## config.mk

```make
export PLATFORM = sky130hd
export DESIGN_NAME = rgb_pwm_driver
export DESIGN_NICKNAME = d
export VERILOG_FILES = /design/src/rtl/rgb_pwm_driver.sv
export SDC_FILE = /design/constraint.sdc
export NUM_CORES = 1
export LEC_CHECK = 0
export BUFFER_PORTS_ARGS = -buffer_cell sky130_fd_sc_hd__buf_2
export CORE_MARGIN = 3
export CORE_UTILIZATION = 45
export CTS_CLUSTER_SIZE = 25
export DETAILED_ROUTE_END_ITERATION = 6
export PLACE_DENSITY_LB_ADDON = 0.1
export SLEW_MARGIN = 20
export SYNTH_ARGS = -nofsm -noshare
export SYNTH_HDL_FRONTEND = slang
export SYNTH_SLANG_ARGS = --single-unit
export TNS_END_PERCENT = 50
```

## constraint.sdc

```tcl
create_clock -name clk -period 2.7 [get_ports clk]
set_input_delay 0.27 -clock clk [delete_from_list [all_inputs] [get_ports clk]]
set_output_delay 0.27 -clock clk [all_outputs]
set_load 0.01 [all_outputs]
```

## src/rtl/rgb_pwm_driver.sv

```systemverilog
// Converts a 24-bit RGB target into three PWM LED drives, fading each duty toward the target once per frame.
// Latency: led_* one clk behind the PWM counter, duty changes only at frame wrap; no backpressure, light is sampled at wrap only.
module rgb_pwm_driver #(
  parameter int PRESCALE  = 4,
  parameter int FADE_STEP = 8
) (
  input  logic        clk,
  input  logic        rst,
  input  logic [23:0] light,
  input  logic        enable,
  output logic        led_r,
  output logic        led_g,
  output logic        led_b,
  output logic        frame_tick,
  output logic        busy
);

  localparam logic [15:0] PRE_MAX = 16'(PRESCALE - 1);
  localparam logic [8:0]  STEP    = 9'(FADE_STEP);

  logic [15:0] pre_cnt;
  logic [7:0]  pwm_cnt;
  logic [7:0]  duty_r, duty_g, duty_b;
  logic [23:0] tgt;
  logic        tick, wrap;
  logic [7:0]  nxt_r, nxt_g, nxt_b;

  assign tick = enable && (pre_cnt == PRE_MAX);
  assign wrap = tick && (pwm_cnt == 8'hFF);

  // One fade step toward t; a negative difference shows up as bit 8 set and clamps to t.
  function automatic logic [7:0] fade(input logic [7:0] d, input logic [7:0] t);
    logic [8:0] up;
    logic [8:0] dn;
    up = {1'b0, d} + STEP;
    dn = {1'b0, d} - STEP;
    if (d < t)
      return (up > {1'b0, t}) ? t : up[7:0];
    else if (d > t)
      return (dn[8] || (dn < {1'b0, t})) ? t : dn[7:0];
    else
      return d;
  endfunction

  always_comb begin
    nxt_r = fade(duty_r, light[23:16]);
    nxt_g = fade(duty_g, light[15:8]);
    nxt_b = fade(duty_b, light[7:0]);
  end

  always_ff @(posedge clk or posedge rst) begin
    if (rst) begin
      pre_cnt <= '0;
      pwm_cnt <= '0;
    end else if (!enable) begin
      pre_cnt <= '0;
      pwm_cnt <= '0;
    end else begin
      pre_cnt <= tick ? 16'd0 : pre_cnt + 16'd1;
      if (tick)
        pwm_cnt <= pwm_cnt + 8'd1;
    end
  end

  always_ff @(posedge clk or posedge rst) begin
    if (rst) begin
      duty_r <= '0;
      duty_g <= '0;
      duty_b <= '0;
      tgt    <= '0;
    end else if (wrap) begin
      duty_r <= nxt_r;
      duty_g <= nxt_g;
      duty_b <= nxt_b;
      tgt    <= light;
    end
  end

  always_ff @(posedge clk or posedge rst) begin
    if (rst) begin
      led_r      <= 1'b0;
      led_g      <= 1'b0;
      led_b      <= 1'b0;
      frame_tick <= 1'b0;
      busy       <= 1'b0;
    end else begin
      led_r      <= enable && (pwm_cnt < duty_r);
      led_g      <= enable && (pwm_cnt < duty_g);
      led_b      <= enable && (pwm_cnt < duty_b);
      frame_tick <= wrap;
      busy       <= (duty_r != tgt[23:16]) || (duty_g != tgt[15:8]) || (duty_b != tgt[7:0]);
    end
  end

endmodule

```

# Word-level counts from Yosys, hierarchy flattened
# Cells that the tools add are included.
# W data, S select, Z words.
[totals] reg_bits=77 latchBits=0 mem_bits_rw=0 mem_bits_ro=0 in_bits=27 memories=0
[op_classes] n_addsub=8 multipliers=0 div=0 magnitude_cmp=15 n_eq_ne=6 shifts=0 n_mux=16 bitwise_logic=0 n_reduce_logical=16
[op_table] cell="$mux W8" n=14
[op_table] cell="$lt A8 B8 Y1" n=6
[op_table] cell="$mux W16" n=2
[op_table] cell="$add A8 B4 Y9 const B" n=3
[op_table] cell="$gt A9 B8 Y1" n=3
[op_table] cell="$lt A9 B8 Y1" n=3
[op_table] cell="$sub A8 B4 Y9 const B" n=3
[op_table] cell="$gt A8 B8 Y1" n=3
[op_table] cell="$ne A8 B8 Y1" n=3
[op_table] cell="$add A16 B1 Y16 const B" n=1
[op_table] cell="$eq A16 B2 Y1 const B" n=1
[op_table] cell="$add A8 B1 Y8 const B" n=1
[op_table] cell="$eq A8 B8 Y1 const B" n=1
[op_table] cell="$reduce_and A2 Y1" n=3
[op_table] cell="$reduce_bool A2 Y1" n=3
[op_table] cell="$logic_and A1 B1 Y1" n=5
[op_table] cell="$logic_or A1 B1 Y1" n=5
[op_table] cell="$ne A2 B1 Y1 const B" n=1

# Longest topological paths before layout
# Gate-level depths: netlist of the first run.
[logic_depth] word_depth=6 mapped_depth=12 mapped_depth_nobuf=12

# Worst setup path before layout of the first run
# No wires, ideal clock.
[synth_path] kind="register to register" startpoint="reg duty_b[3]" endpoint="reg duty_b[0]" arrival_time_ps=2672 path_slack_ps=-100 stages_incl_launch_ff=13 n_path_buf=0 synth_period_minus_slack_ps=2800 cell_sequence="dfrtp_1 > inv_1 > ha_1 > nand3_1 > xnor2_1 > inv_1 > ha_1 > o211ai_1 > a22oi_1 > o21ai_0 > nor3_1 > nor3_4 > mux2_1"
[synth_between] elab_chain_cells=6 word_cells_on_any_way=13
[synth_lines] item="start: declaration" line_no="23" text="logic [7:0] duty_r, duty_g, duty_b;"
[synth_lines] item="start signal: assignment" line_no="74" text="duty_b <= nxt_b;"
[synth_lines] item="$sub A8 B4 Y9" line_no="36" text="dn = {1'b0, d} - STEP;"
[synth_lines] item="$lt A9 B8 Y1" line_no="40" text="return (dn[8] || (dn < {1'b0, t})) ? t : dn[7:0];"
[synth_lines] item="$logic_or A1 B1 Y1" line_no="40"
[synth_lines] item="$mux W8" line_no="40"
[synth_lines] item="$mux W8" line_no="39" text="else if (d > t)"
[synth_lines] item="$mux W8" line_no="37" text="if (d < t)"
# Several ways; a longest one is shown, not always the timed one. The select of a mux whose other input is x is not followed.
# A chain may end at the register's enable or synchronous reset.

# Final worst setup path of the first run
[layout_path] startpoint="reg duty_g[3]" endpoint="reg duty_g[7]"
[layout_between] elab_chain_cells=6 word_cells_on_any_way=13
[layout_lines] item="start: declaration" line_no="23"
[layout_lines] item="start signal: assignment" line_no="73" text="duty_g <= nxt_g;"
[layout_lines] item="$sub A8 B4 Y9" line_no="36"
[layout_lines] item="$lt A9 B8 Y1" line_no="40"
[layout_lines] item="$logic_or A1 B1 Y1" line_no="40"
[layout_lines] item="$mux W8" line_no="40"
[layout_lines] item="$mux W8" line_no="39"
[layout_lines] item="$mux W8" line_no="37"
# Several ways; a longest one is shown, not always the timed one. The select of a mux whose other input is x is not followed.

==> results of run 1 <==
-- worst reg2reg max path: cells and delay by family (launching register included) --
family	cells	cell delay, ns
compound gates	5	0.68
xor+xnor	1	0.14
fa+ha+maj	2	0.50
buf+inv	1	0.06
flops	1	0.45
simple gates	2	0.69
-- state kept, by name, summed over array words and instances (netlist names), 8 cells and up --
| register | count |
|---|---|
| pwm_cnt | 8 |
| duty_r | 8 |
| tgt | 24 |
| pre_cnt | 16 |
| duty_g | 8 |
| duty_b | 8 |
-- worst max path at each step --
stage / to / from / slack (ns) / depth (start not counted)
floorplan: duty_b[0] / duty_b[5] / -0.08 / 11
global placement: duty_b[0] / duty_b[3] / 0.02 / 13
detailed placement: duty_b[3] / duty_b[3] / -0.12 / 12
CTS: duty_r[4] / duty_r[4] / -0.003 / 13
global route: duty_b[4] / duty_b[3] / -0.06 / 12
finish: duty_g[7] / duty_g[3] / 0.05 / 11
-- cells by family (layout without fill, tap and decap cells) --
kind of cell	Yosys count	after routing	share of synthesized area, %
fa+ha+maj	80	80	16.65
mux	15	15	2.664
compound gates	147	147	16.44
buf+inv	74	178	4.703
simple gates	211	211	18.90
flops	77	77	32.05
xor+xnor	59	59	8.595
-- metrics by stage --
| step | setup slack [ns] | cells | utilization, % | power, mW | hold WS, ns |
|---|---|---|---|---|---|
| 6_report | 0.05493 | 939 | 58.71 | 2.760 | -0.01135 |
| 5_1_grt | -0.06449 | 939 | 58.71 | 2.882 | 0.04364 |
| 4_1_cts | -0.003313 | 923 | 55.83 | 2.780 | 0.009909 |
| 3_5_place_dp | -0.1154 | 905 | 52.62 | 1.468 | 0.3795 |
| 3_3_place_gp | 0.01603 | 905 | 52.62 | 1.460 | 0.3741 |
| 2_1_floorplan | -0.07622 | 663 | - | 1.363 | 0.4047 |
-- power groups by stage --
stage	logic [mW]	registers, mW	clock network, mW
finish	0.301	1.17	1.29
global placement	0.266	1.19	0
CTS	0.284	1.17	1.32
detailed placement	0.274	1.19	0
floorplan	0.171	1.19	0
global route	0.339	1.17	1.37
-- timing repair --
action / CTS / global route
hold endpoints to repair: 0 / 0
setup endpoints to repair: 13 / 22
gates resized for setup: 16 / 62
buffers inserted: 2 / 17
pin swaps: 4 / 33
cloned: 0 / 0
hold buffers: 0 / 0
-- synthesized netlist by cell type, drive strengths merged, types with 3 or more instances --
master   n  area, um2
and4     6      55.05
a21boi   3      22.52
o21bai   4      30.03
dfrtp   77       1927
nor4     6      65.06
o221ai   3      26.28
mux2i    7      70.07
clkbuf   9      33.78
nand3   23      127.6
ha      80       1001
nand2b   6      40.04
a22oi    4      30.03
a31oi    8      50.05
xor2    22      192.7
mux2     8      90.09
nor2b    3      18.77
o211ai  12      95.09
o31ai    3      22.52
o21ai   44      224.0
nand4   18      112.6
a21o    10      75.07
a211oi  12      100.1
nor3    21      121.4
buf      4      20.02
and2     7      43.79
and3     8      50.05
xnor2   37      324.1
nor2    43      161.4
or3      7      43.79
or2      5      31.28
nand3b   5      37.54
nand2   47      176.4
o21a     3      22.52
inv     61      229.0
a21oi   24      135.1
-- layer usage --
metal	share of wire, %	vias to the layer above	wire length, um	global-route usage, %
met2	48	139	7636	35.41
met4	1.6	0	247	5.672
met5	0	-	0	0
met1	46	2518	7343	30.38
met3	3.8	18	597	3.389
li1	-	2589	-	-
-- layout make-up --
cell class	instances	share of cell area [%]
Inverter	61	3.057
Clock buffer	12	3.539
Tap cell	172	2.858
Clock inverter	4	0.7145
Multi-Input combinational cell	512	54.69
Timing Repair Buffer	101	9.505
Sequential cell	77	25.64
==> results.md, run 1 <==
* Stage delay of the slowest cell on the critical path at about 0.50 ns
* Cell area reported after detailed placement at a little under 7000 um2
* Post-DP HPWL at approximately 12,000 um
* Hold Worst Slack at -0.01135 ns
* Clock period minus worst slack at between 2 and 3 ns
* Detailed-routing iteration count for the pre-antenna-repair pass at 5
* Cell type of the slowest stage on the worst timing path: sky130_fd_sc_hd__or4_4
* Crit-path max FO at 5
* Antenna diodes at 0
* Cells after Synth at between 600 and 700
* Leakage Power at ~3.6 nW
* Kind of capture point of the worst setup path: flip-flop
* Critical path launch point type: flip-flop
* Number of fill cells at about 1.1k
* Reg2Reg Capture Point: duty_g[7]
* Net count of the mapped netlist at between 700 and 800
* CP arrival at ~2.9 ns
* Share of synthesized flip-flops with an asynchronous set or reset at 100.0%
* Req. time, crit path at 2.91 ns
* Register-to-register setup slack at ~0.055 ns
* Via-to-Cell Ratio at about 5.6
* Core footprint at 12,820 um2
* Relative max-transition margin at between 50 and 60%
* Gate family responsible for the most delay along the worst path: compound AO/OA/AOI/OAI gates
* Post-route fraction of the period consumed by the critical path at 97.97%
* Seq/Total Area, Yosys at roughly 32%
* Clock tree sinks at 77
* Number of core rows at between 40 and 50
* Cell Chain, Critical Path: inv_2, ha_2, and3_4, xnor2_2, ha_1, o211ai_1, a22oi_1, o21ai_2, or4_4, o311ai_2, a22oi_1
* Share of total power consumed by net switching at approximately a quarter
* Clock buffer count from CTS at 9
* Violations in the final reports: hold timing
* Warnings from Yosys at 0
* Number of max-slew violations in the final report at 0
* Top-level port count at 32
* Clock Latency Late Sink at roughly 0.34 ns
* Distinct cells, synth at 67
* Wirelength per Cell at between 15 and 20 um
* Post-Syn Area at ~6000 um2
* Maximum number of pins on one net before global-route repair at 43
* DRC viols at 0
* Total vias in the final route at between 5k and 6k
* Worst vdd rail ir drop at between 400 and 500 uV
* Depth of the worst register-to-register path at 11
* Reported max-cap violation count at 0
* Vias in the first global route at 5,071
* Average instance area after synthesis at slightly above 9 um2
* Buffers plus inverters on the worst setup path at 1
* Int Pwr at about 2.1 mW
* Hold Violations, Final at 7
* Setup Viol. Count Final at 0
* TritonCTS clock tree: yes
* Wire length of the first global-routing pass at approximately 26,000 um
* Fin Setup TNS at 0 ns
* Hold crit path type: in2async
* Placer Congestion at approximately 0.96
* Power dissipated by switching net loads at between 0.6 and 0.7 mW
* Most frequent CP cell: sky130_fd_sc_hd__a22oi_1
* Fraction of layout cells with a size suffix above 1 at 27.12%
* Share of power burned in registers at roughly 43%
* CTS H-tree depth at 3
* Most frequent standard cell in the layout excluding fill and tap cells: sky130_fd_sc_hd__dfrtp_1
* Worst-margin pin slew at around 0.66 ns
* Antenna violations before repair at 0
* Multi-input logic area at just over 4000 um2
* Number of antenna-violating nets in the routed design at 0
* Post-route clock skew at 0.008666 ns
* Number of input and output port buffers inserted at 31
* Share of power burned in the clock network at 46.6%
* DRC violation total after the first TritonRoute iteration at roughly 330
* Maximum clock rate at ~380 MHz
* Initial core utilization at a little under half
* Die X-Extent at 121.6 um
* CTS root buffer: sky130_fd_sc_hd__clkbuf_16
* Unrepaired setup endpoints after global routing: true
* P per Cell Area at roughly 370 nW/um2
* Layout overhead on the synthesized area at 25.24%
* Number of synthesized register bits at 77
* Number of enable flip-flop cells after synthesis at 0
* Die ar. at 14,780 um2
* Number of nets in the finished design at ~870
* R2R Path Start: duty_g[3]
* Routed WL at 15,820 um
* Cell area after layout at about 7500 um2
* Area occupied by registers at 1931 um2
* GRT overflow at 0
* Commonest cells after routing, fill and taps aside: 74 x sky130_fd_sc_hd__dfrtp_1, 70 x sky130_fd_sc_hd__ha_1, 63 x sky130_fd_sc_hd__buf_4, 52 x sky130_fd_sc_hd__inv_1, 47 x sky130_fd_sc_hd__nand2_1
* Status: finished with violations
* Maximum count of clock buffers along a single path at 2
* Part of the total power dissipated in combinational logic at a little over a tenth
* Total routing resource utilization after global routing at a little over a fifth
* Classification of the worst setup path: reg2reg
* Die span in y at ~120 um
* Clock slew seen by the registers of the worst setup and hold paths at 0.06 ns
* Most used flip-flop cell after synthesis: sky130_fd_sc_hd__dfrtp_1
Power figures use the tool's default switching activity.
==> inputs of run 2 (changes only) <==
--- a/config.mk
+++ b/config.mk
@@ -5,6 +5,7 @@
 export SDC_FILE = /design/constraint.sdc
 export NUM_CORES = 1
 export LEC_CHECK = 0
+export ABC_AREA = 1
 export BUFFER_PORTS_ARGS = -buffer_cell sky130_fd_sc_hd__buf_2
 export CORE_MARGIN = 3
 export CORE_UTILIZATION = 45
==> results.md, run 2 <==
* Antenna diodes at 0 (unchanged)
* Unrepaired setup endpoints after global routing: false
* CP arrival at 2.72 ns (-0.13 ns)
* Commonest cells after routing, fill and taps aside: 213 x sky130_fd_sc_hd__nand2_1, 123 x sky130_fd_sc_hd__inv_1, 86 x sky130_fd_sc_hd__nand3_1, 86 x sky130_fd_sc_hd__nor2_1, 80 x sky130_fd_sc_hd__ha_1
* Busiest grt layer: met2
* Reg2Reg Capture Point: duty_r[2]
* Distinct cells, synth at 37 (-45%)
* Clock Latency Late Sink at 0.34 ns (about the same)
* GR met1 Demand/Resource at 29.06% (-1.3 points)
* Req. time, crit path at 2.96 ns (+0.05 ns)
* Worst vdd rail ir drop at 311.2 uV (-27%)
* Most used flip-flop cell after synthesis: sky130_fd_sc_hd__dfrtp_1
* GR met3 Demand/Resource at 3.074% (-0.32 points)
* Register-to-register setup slack at 0.24 ns (+0.18 ns)
* CTS H-tree depth at 3 (unchanged)
* Post-DP HPWL at 12,510 um (+4.6%)
* Classification of the worst setup path: reg2reg
* Clock buffer count from CTS at 9 (unchanged)
* Net count of the mapped netlist at 1,030 (+34%)
* Top cell type's share of synthesized area at 29.36% (-2.7 points)
* Clock tree sinks at 77 (unchanged)
* Relative max-transition margin at 50.84% (-5.3 points)
* Average instance area after synthesis at 7.110 um2 (-22%)
* Worst-margin pin slew at 0.7366 ns (+0.07944 ns)
* GRT overflow at 0 (unchanged)
* Synth top area cells: sky130_fd_sc_hd__dfrtp_1 29%, sky130_fd_sc_hd__ha_1 15%, sky130_fd_sc_hd__nand2_1 12%, sky130_fd_sc_hd__inv_1 7.2%, sky130_fd_sc_hd__nand3_1 6.6%
* Maximum number of pins on one net before global-route repair at 42 (-2.3%)
* R2R Path Start: duty_r[3]
* Number of core rows at 43 (+4.9%)
* P per Cell Area at 376.5 nW/um2 (+2.7%)
* Warnings from Yosys at 0 (unchanged)
* Pre-CTS setup slack at 0.07282 ns (+0.1882 ns)
* Wirelength per Cell at 13.75 um (-18%)
* Antenna violations before repair at 0 (unchanged)
* Kind of capture point of the worst setup path: flip-flop
* Placed Instances at 1,133 (+25%)
* Setup Viol. Count Final at 0 (unchanged)
* Number of cells in the finished layout apart from fillers at 1,152 (+23%)
* Critical path launch point type: flip-flop
* Seq/Total Area, Yosys at 29.36% (-2.7 points)
* Area occupied by registers at 1937 um2 (+0.32%)
* Hold Worst Slack at 0.03123 ns (+0.04258 ns)
* Die ar. at 16,070 um2 (+8.7%)
* Share of synthesized flip-flops with an asynchronous set or reset at 100.0% (unchanged)
* Layout overhead on the synthesized area at 12.20%
* Leading registers by flop count: tgt (24), pre_cnt (16)
* Number of input and output port buffers inserted at 31 (unchanged)
* PnR Total Power at 2.772 mW (+0.43%)
* Most frequent standard cell in the layout excluding fill and tap cells: sky130_fd_sc_hd__nand2_1
* Post-route clock skew at 0.006954 ns (-0.001712 ns)
* Clock slew seen by the registers of the worst setup and hold paths at 0.06 ns (about the same)
* Number of enable flip-flop cells after synthesis at 0 (unchanged)
* Die span in y at 126.8 um (+4.3%)
* CTS root buffer: sky130_fd_sc_hd__clkbuf_16
* Maximum count of clock buffers along a single path at 2 (unchanged)
* Post-Syn Area at 6563 um2 (+9.2%)
* Number of synthesized register bits at 77 (unchanged)
* Reported max-cap violation count at 0 (unchanged)
* Clock period minus worst slack at 2.462 ns (-0.1832 ns)
* Initial core utilization at 46.56% (-0.32 points)
* Cts hold-fix bufs at 0 (unchanged)
* Placer Congestion at 0.9019 (-5.6%)
* Top reg by flops: tgt
* Vias in the first global route at 5,494 (+8.3%)
* Maximum clock rate at 406.2 MHz (+7.4%)
* Via-to-Cell Ratio at 5.015 (-11%)
* Detailed-routing iteration count for the pre-antenna-repair pass at 7 (+2)
* Number of antenna-violating nets in the routed design at 0 (unchanged)
* Status: completed
* Top-level port count at 32 (unchanged)
* Number of nets in the finished design at 1,074 (+24%)
* Multi-input logic area at 4063 um2 (-1.3%)
* Die X-Extent at 126.8 um (+4.3%)
* Routed WL at 15,840 um (+0.12%)
* Top cells by instance count after synthesis: 217 x sky130_fd_sc_hd__nand2_1, 126 x sky130_fd_sc_hd__inv_1, 86 x sky130_fd_sc_hd__nand3_1, 86 x sky130_fd_sc_hd__nor2_1, 80 x sky130_fd_sc_hd__ha_1
* Fin Setup TNS at 0 ns (unchanged)
* Depth of the worst register-to-register path at 16 (+5)
* TritonCTS clock tree: yes
* Most area-hungry cell type in the Yosys netlist: sky130_fd_sc_hd__dfrtp_1
* Global routing usage on met2 at 32.29% (-3.1 points)
* Crit-path max FO at 8 (+3)
* Fraction of layout cells with a size suffix above 1 at 12.24% (-15 points)
* Hold Violations, Final at 0 (-7)
* Number of max-slew violations in the final report at 0 (unchanged)
* Hold crit path type: in2async
* Max FFs per register at 24 (unchanged)
* DRC violation total after the first TritonRoute iteration at 345 (+5.2%)
* Post-route worst setup slack at 0.2381 ns (+0.1832 ns)
* Post-route fraction of the period consumed by the critical path at 91.18% (-6.8 points)
* Core footprint at 14,100 um2 (+9.9%)
* Total vias in the final route at 5,777 (+9.7%)
* Total routing resource utilization after global routing at 20.45% (-1.3 points)
* Leakage Power at 3.850 nW (+7.2%)
* Wire length of the first global-routing pass at 26,830 um (+4.7%)
* Dominant cell by count in the synthesized netlist: sky130_fd_sc_hd__nand2_1
* Cells after Synth at 923 (+39%)
* DRC viols at 0 (unchanged)
* Number of fill cells at 1,418 (+26%)
[run 2: cell types whose count changed in the layout (fill, tap and decap cells not counted), sizes merged, moves of 16 or more]
| cell | change |
|---|---|
| a21oi | +16 |
| inv | +74 |
| nor2 | +53 |
| nand3 | +69 |
| buf | -54 |
| nand2 | +175 |
[run 2: cells by family (layout without fill, tap and decap cells)]
| group | count (synthesis) | count (layout) | share of synthesized area, % |
|---|---|---|---|
| xor gates and xnor gates | 39 | 39 | 5.205 |
| AOI/OAI and AO/OA | 112 | 112 | 9.399 |
| DFF | 77 | 77 | 29.36 |
| and+or+nand+nor | 463 | 463 | 31.46 |
| buffers and inverters | 152 | 201 | 9.323 |
| adders and majority gates | 80 | 80 | 15.25 |
[run 2: worst max-delay path by stage]
stage | from | to | slack, ns | cells after the start
floorplan | rst | busy | 0.46 | 1
global placement | duty_r[3] | duty_r[5] | 0.05 | 14
detailed placement | duty_r[3] | duty_r[5] | 0.07 | 14
CTS | duty_r[3] | duty_r[5] | 0.07 | 16
global route | duty_r[3] | duty_r[5] | 0.01 | 16
finish | duty_r[3] | duty_r[2] | 0.24 | 16
[run 2: routing by layer]
| metal | routed length, um | up-vias | part of all wire, % |
|---|---|---|---|
| li1 | - | 3096 | - |
| met1 | 8059 | 2589 | 51 |
| met2 | 7173 | 78 | 45 |
| met3 | 427 | 14 | 2.7 |
| met4 | 182 | 0 | 1.1 |
| met5 | 0 | - | 0 |
[run 2: report_power, final]
group | total [mW] | internal, mW | switching, mW
Sequential | 1.17 | 1.16 | 0.00575
Combinational | 0.272 | 0.0900 | 0.182
Clock | 1.33 | 0.861 | 0.471
Total | 2.77 | 2.11 | 0.659
[run 2: through the flow]
step	util (%)	cell area, um2
2_1_floorplan	-	6563
3_3_place_gp	49.39	6962
3_5_place_dp	49.39	6962
4_1_cts	51.71	7289
5_1_grt	52.24	7363
6_report	52.24	7363
[run 2: worst max-delay path, cell delays in order (launching register included)]
cell and delay, ns:
sky130_fd_sc_hd__dfrtp_2 0.45, sky130_fd_sc_hd__inv_1 0.16, sky130_fd_sc_hd__o31ai_1 0.26, sky130_fd_sc_hd__nand2_1 0.09
sky130_fd_sc_hd__inv_1 0.09, sky130_fd_sc_hd__ha_1 0.24, sky130_fd_sc_hd__nand2_1 0.12, sky130_fd_sc_hd__inv_1 0.05
sky130_fd_sc_hd__a21oi_1 0.14, sky130_fd_sc_hd__nand2_1 0.06, sky130_fd_sc_hd__nand2_1 0.06, sky130_fd_sc_hd__nand2_1 0.09
sky130_fd_sc_hd__nand2_2 0.13, sky130_fd_sc_hd__nand2_1 0.13, sky130_fd_sc_hd__nand3_4 0.16, sky130_fd_sc_hd__nand2_1 0.06
sky130_fd_sc_hd__o21ai_1 0.08
[run 2: cell type report]
| type | instances | share of cell area [%] |
|---|---|---|
| multi-input combinational | 694 | 55.17 |
| sequential | 77 | 26.30 |
| inverter | 138 | 7.103 |
| timing repair buffer | 47 | 3.908 |
| clock buffer | 13 | 3.534 |
| tap | 180 | 3.059 |
| clock inverter | 3 | 0.9176 |
[run 2: repair_timing]
action	CTS	global route
resized for setup	0	20
buffers inserted	0	3
endpoints found under the setup margin	0	21
hold endpoints to repair	0	0
